[config.mk]
export PLATFORM = sky130hd
export DESIGN_NAME = ram_port_arbiter
export DESIGN_NICKNAME = d
export VERILOG_FILES = /design/src/rtl/ram_port_arbiter.sv
export SDC_FILE = /design/constraint.sdc
export NUM_CORES = 1
export LEC_CHECK = 0
export BUFFER_PORTS_ARGS = -buffer_cell sky130_fd_sc_hd__buf_2
export CORE_AREA = 3 3 121 123
export DETAILED_ROUTE_END_ITERATION = 8
export DIE_AREA = 0 0 124 126
export GPL_ROUTABILITY_DRIVEN = 1
export MAX_ROUTING_LAYER = met4
export PLACE_DENSITY = 0.59
export SLEW_MARGIN = 10
export SYNTH_ARGS = -nofsm -noshare
export SYNTH_HDL_FRONTEND = slang
export SYNTH_SLANG_ARGS = --single-unit
[constraint.sdc]
create_clock -name clk -period 2.4 [get_ports clk]
set_clock_uncertainty 0.1 [all_clocks]
set_input_delay 0.48 -clock clk [delete_from_list [all_inputs] [get_ports clk]]
set_output_delay 0.48 -clock clk [all_outputs]
set_load 0.02 [all_outputs]
[src/rtl/ram_port_arbiter.sv]
// ram_port_arbiter: two-master data RAM port arbiter with 2-cycle response; ARB_RR_EN selects round-robin instead of fixed priority with starvation counter
module ram_port_arbiter #(
  parameter int ADDR_W = 32,
  parameter int DATA_W = 32,
  parameter int MAX_WAIT = 4
) (
  input  logic                clk,
  input  logic                reset,
  input  logic                m0_req,
  input  logic                m0_we,
  input  logic [DATA_W/8-1:0] m0_sel,
  input  logic [ADDR_W-1:0]   m0_addr,
  input  logic [DATA_W-1:0]   m0_wdata,
  output logic                m0_gnt,
  output logic                m0_rvalid,
  output logic [DATA_W-1:0]   m0_rdata,
  output logic                m0_stall,
  input  logic                m1_req,
  input  logic                m1_we,
  input  logic [DATA_W/8-1:0] m1_sel,
  input  logic [ADDR_W-1:0]   m1_addr,
  input  logic [DATA_W-1:0]   m1_wdata,
  output logic                m1_gnt,
  output logic                m1_rvalid,
  output logic [DATA_W-1:0]   m1_rdata,
  output logic                ram_ce,
  output logic                ram_we,
  output logic [DATA_W/8-1:0] ram_sel,
  output logic [ADDR_W-1:0]   ram_addr,
  output logic [DATA_W-1:0]   ram_data_o,
  input  logic [DATA_W-1:0]   ram_data_i
);
  logic m1_win;
  logic s1_id;
  logic s2_valid;
  logic s2_id;
  logic s2_we;
  logic [DATA_W-1:0] rd;
`ifdef ARB_RR_EN
  logic last_gnt;
  always_ff @(posedge clk)
    if (reset) last_gnt <= 1'b1;
    else if (m0_gnt | m1_gnt) last_gnt <= m1_gnt;
  assign m1_win = m1_req & (~m0_req | ~last_gnt);
`else
  logic [7:0] wait_cnt;
  logic sat;
  assign sat = wait_cnt == 8'(MAX_WAIT);
  always_ff @(posedge clk)
    if (reset) wait_cnt <= '0;
    else if (m1_gnt) wait_cnt <= '0;
    else if (m1_req & ~sat) wait_cnt <= wait_cnt + 8'd1;
  assign m1_win = m1_req & (~m0_req | sat);
`endif
  always_comb begin
    m0_gnt = ~reset & m0_req & ~m1_win;
    m1_gnt = ~reset & m1_win;
    m0_stall = ~reset & m0_req & ~m0_gnt;
  end
  // Stage 1 is the RAM command itself; stage 2 tracks who owns the returning data.
  always_ff @(posedge clk)
    if (reset) begin
      ram_ce <= 1'b0;
      ram_we <= 1'b0;
      ram_sel <= '0;
      ram_addr <= '0;
      ram_data_o <= '0;
      s1_id <= 1'b0;
      s2_valid <= 1'b0;
      s2_id <= 1'b0;
      s2_we <= 1'b0;
    end else begin
      ram_ce <= m0_gnt | m1_gnt;
      ram_we <= m1_gnt ? m1_we : m0_gnt & m0_we;
      ram_sel <= m1_gnt ? m1_sel : m0_gnt ? m0_sel : '0;
      ram_addr <= m1_gnt ? m1_addr : m0_gnt ? m0_addr : '0;
      ram_data_o <= m1_gnt ? m1_wdata : m0_gnt ? m0_wdata : '0;
      s1_id <= m1_gnt;
      s2_valid <= ram_ce;
      s2_id <= s1_id;
      s2_we <= ram_we;
    end
  always_comb begin
    m0_rvalid = s2_valid & ~s2_id;
    m1_rvalid = s2_valid & s2_id;
    rd = s2_we ? '0 : ram_data_i;
    m0_rdata = m0_rvalid ? rd : '0;
    m1_rdata = m1_rvalid ? rd : '0;
  end
endmodule
* After elaboration in Yosys (flattened, before gate mapping) *
Cells that the tools add are included.

storage, ports and cells
  register bits = 82
  input bits = 174
  output and inout bits = 139
  word-level logic and storage cells = 40

operators by class
  add/sub/neg operators = 1
  eq/ne operators = 1
  muxes and demuxes = 10
  bitwise operators = 17
  reduce and logical (&&, ||, !) cells = 1

operator list
  kind                 number
  $mux 32              7
  $and 1x1->1          9
  $add 8x1->8 const B  1
  $eq 8x3->1 const B   1
  $mux 4               2
  $not 1->1            6
  $or 1x1->1           2
  $reduce_or 2->1      1
  $mux 1               1

* Depth between registers and ports, before layout *
  depth after elaboration = 7
  mapped depth = 7
  depth with buffers taken out = 5

* Worst setup path before layout *
No wires, ideal clock.

  path type = register -> output
  from = reg wait_cnt[0]
  to = out m0_stall
  data arrival time = 1.840 ns
  required time = 1.820 ns
  slack = -0.020 ns
  stages on the path, launching flop included = 8
  buffers on the path = 2
  cell sequence = dfxtp_1 inv_1 ha_1 or4b_4 o41ai_2 buf_4 buf_6 and3_1

between the ends
  word-level cells in the longest chain between the ends = 7

RTL lines
  what                    RTL line  RTL
  start, declared         46        logic [7:0] wait_cnt;
  start signal, assigned  52        else if (m1_req & ~sat) wait_cnt <= wait_cnt + 8'd1;
  $eq 8x3->1              48        assign sat = wait_cnt == 8'(MAX_WAIT);
  $or 1x1->1              53        assign m1_win = m1_req & (~m0_req | sat);
  $and 1x1->1             53
  $not 1->1               56        m0_gnt = ~reset & m0_req & ~m1_win;
  $and 1x1->1             56
  $not 1->1               58        m0_stall = ~reset & m0_req & ~m0_gnt;
  $and 1x1->1             58
  end, declared           17        output logic m0_stall,

No other way between the ends.

* Worst setup path in the final report *
  from = reg wait_cnt[1]
  to = out m0_stall

Same word-level chain as after synthesis.

==> results.sh <==
export IMPL_status="finished, violations left"
export IMPL_violations="negative setup slack"
export IMPL_post_synth_and_or_nand_nor_area_fraction_pct=18.4
export IMPL_period_needed_ns=2.55
export IMPL_rows=43
export IMPL_syn_inst=339
export IMPL_io_pins=313
export IMPL_die_x_um=124
export IMPL_max_slew_margin_rel_pct=62.8
export IMPL_crit_path_max_fanout=3
export IMPL_muxShareOfSynthArea_pct=0
export IMPL_wl_um=13100
export IMPL_ys_warn_count=0
export IMPL_r2r_slack_ns=0.07
export IMPL_fmax_mhz=392
export IMPL_met3_length_um=1310
export IMPL_postSynthAreaPerCell_um2=9.78
export IMPL_fin_ws_ns=-0.151
export IMPL_dpl_hpwl_um=9790
export IMPL_numCtsBuffers=9
export IMPL_grt_max_degree=71
export IMPL_io_buffer_count=312
export IMPL_crit_type="reg2out"
export IMPL_syn_to_final_growth_pct=69.4
export IMPL_r2r_start="wait_cnt[1]"
export IMPL_place_ws_ns=0.0742
export IMPL_startpoint_type="flop"
export IMPL_endpoint_kind="output port"
export IMPL_critPathArrivalTime_ns=1.97
export IMPL_top_layer="met4"
export IMPL_vias_per_cell=4.76
export IMPL_start_util_pct=24.1
export IMPL_drc=0
export IMPL_grt_overflow_total=0
export IMPL_synth_seq_cells=82
export IMPL_drt_pass1_iterations=4
export IMPL_num_fill_cells=1404
export IMPL_htree_levels=3
export IMPL_met1_length_um=4790
export IMPL_final_core_util_pct=40.8
export IMPL_die_area_um2=15600
export IMPL_ir_drop_uv=369
export IMPL_power_density_nw_per_um2=647
export IMPL_hold_viol=0
export IMPL_hold_buffers=0
export IMPL_core_area_um2=13800
export IMPL_ys_types=31
export IMPL_synth_top_family_by_area="compound AO/OA/AOI/OAI gates"
export IMPL_track_usage_pct=16.1
export IMPL_cts_max_path_buffers=2
export IMPL_yosysSeqAreaShare_pct=49.5
export IMPL_drive_gt1_share_pct=55.8
export IMPL_crit_path_start="wait_cnt[1]"
export IMPL_final_nets=832
export IMPL_die_h_um=126
export IMPL_drt_iter0_drc=159
export IMPL_clkTransAtPathRegs_ns=0.07
export IMPL_wl_met2_um=6820
export IMPL_setup_viol=3
export IMPL_rsz0062_at_grt="yes"
export IMPL_synth_xor_area_share_pct=0.264
export IMPL_syn_area_um2=3310
export IMPL_grt_first_pass_wirelength_um=18900
export IMPL_grt_pass1_vias=3823
export IMPL_worst_pin_slew_ns=0.558
export IMPL_hp_class="in2reg"
export IMPL_via_count=4007
export IMPL_syn_nets=515
export IMPL_r2r_end="ram_addr[6]"
export IMPL_wl_per_cell_um=15.6
export IMPL_cts_root_buf="clkbuf_16"
export IMPL_timing_critical_path_to="m0_stall"
export IMPL_antenna_found_initial=1
export IMPL_clock_latency_ns=0.34
export IMPL_slew_violations=0
export IMPL_gp_congestion=0.836
export IMPL_synth_compound_area_share_pct=24.2
export IMPL_synth_adder_area_share_pct=0.755
export IMPL_ant_nets=0
export IMPL_cp_required_ns=1.82
export IMPL_fin_crit_sh_pct=106
export IMPL_cts_sink_count=82
export IMPL_total_power_uw=3630
export IMPL_reg2regPathDepth=9
export IMPL_p_leak_uw=0.00290
export IMPL_cts_tree="done"
export IMPL_cap_viol_max_count=0
layer usage:
layer | vias up | track usage [%]
li1 | 1874 | -
met1 | 1866 | 16.1
met2 | 245 | 29.3
met3 | 22 | 5.16
met4 | 0 | 5.09
met5 | - | -
cell families (layout without fill, tap and decap cells):
family / Yosys count / after routing
other: 0 / 1
adders and majority gates: 2 / 2
buffers and inverters: 45 / 367
DFF: 82 / 82
AOI/OAI and AO/OA: 84 / 84
and+or+nand+nor: 125 / 125
xor gates and xnor gates: 1 / 1
cells in the mapped netlist:
cell / number / share of area (%)
a211oi_1: 1 / 0.23
a21oi_1: 4 / 0.60
a311o_1: 1 / 0.30
a311oi_1: 1 / 0.26
a32o_1: 69 / 21
and2_1: 2 / 0.38
and3_1: 1 / 0.19
buf_2: 8 / 1.2
buf_4: 1 / 0.23
buf_6: 6 / 2.0
clkbuf_1: 21 / 2.4
dfxtp_1: 82 / 50
ha_1: 2 / 0.75
inv_1: 9 / 1.0
nand2_1: 6 / 0.68
nand2b_1: 33 / 6.2
nand3_1: 2 / 0.30
nand4_1: 4 / 0.75
nand4bb_1: 1 / 0.34
nor2_1: 68 / 7.7
nor2b_1: 3 / 0.57
nor4b_1: 1 / 0.26
o211a_1: 1 / 0.30
o21ai_0: 3 / 0.45
o221ai_1: 1 / 0.26
o22ai_1: 1 / 0.19
o32ai_1: 1 / 0.26
o41ai_2: 1 / 0.49
or3_1: 3 / 0.57
or4b_4: 1 / 0.42
xor2_1: 1 / 0.26
worst min path at each step:
| stage | start | end | depth (start not counted) |
|---|---|---|---|
| 2_1_floorplan | s1_id | s2_id | 1 |
| 3_3_place_gp | s1_id | s2_id | 1 |
| 3_5_place_dp | s1_id | s2_id | 1 |
| 4_1_cts | m0_wdata[15] | ram_data_o[15] | 2 |
| 5_1_grt | m0_wdata[29] | ram_data_o[29] | 2 |
| 6_report | m0_wdata[14] | ram_data_o[14] | 2 |
power by group:
group	switching (µW)	total [µW]	internal (µW)	leakage, µW
Clock	587	1540	954	0.000165
Combinational	352	632	280	0.00206
Sequential	19.5	1460	1440	0.000678
layout by cell type (no fill, tap or decap), types with 3 or more instances in the layout:
cell       instances
buf_4             17
nand2b_1          33
clkbuf_16          9
or3_1              3
buf_2            309
nor2_1            67
o21ai_0            3
a21oi_1            4
dfxtp_1           80
inv_1              7
nand2_1            6
buf_6             13
nor2b_1            3
nand4_1            4
a32o_1            69
cell type report:
class                      instances  area (µm²)  area share, %
inverter                           9        33.8          0.602
clock inverter                     6        97.6           1.74
timing repair buffer             342        1880           33.4
clock buffer                      10         239           4.26
multi-input combinational        212        1500           26.7
sequential                        82        1640           29.3
tap                              180         225           4.01
antenna                            1        2.50         0.0446
flip-flops by register name (all words and copies together) (netlist names):
register,flops
ram_addr,32
ram_ce,1
ram_data_o,32
ram_sel,4
ram_we,1
s1_id,1
s2_id,1
s2_valid,1
s2_we,1
wait_cnt,8
worst max-delay path, stage by stage, from the launching register on:
cell     delay [ns]
dfxtp_2        0.32
inv_2          0.07
ha_4           0.13
or4b_4         0.47
o41ai_4        0.27
and3_4         0.24
buf_6          0.12
stage by stage:
| stage | std cells | cell area, µm² | hold WS [ns] | TNS (ns) |
|---|---|---|---|---|
| 5_1_grt | 842 | 5610 | 0.225 | -0.630 |
| 2_1_floorplan | 339 | 3320 | 0.314 | 0 |
| 6_report | 842 | 5610 | 0.245 | -0.413 |
| 4_1_cts | 839 | 5590 | 0.224 | -0.684 |
| 3_3_place_gp | 804 | 5020 | 0.323 | 0 |
| 3_5_place_dp | 804 | 5020 | 0.323 | 0 |
what timing repair did:
action	4_1_cts	5_1_grt
buffers inserted	19	4
endpoints found under the setup margin	3	75
pin swaps	4	4
resized for setup	24	3
Note: power is estimated with default switching activity, not from simulation.
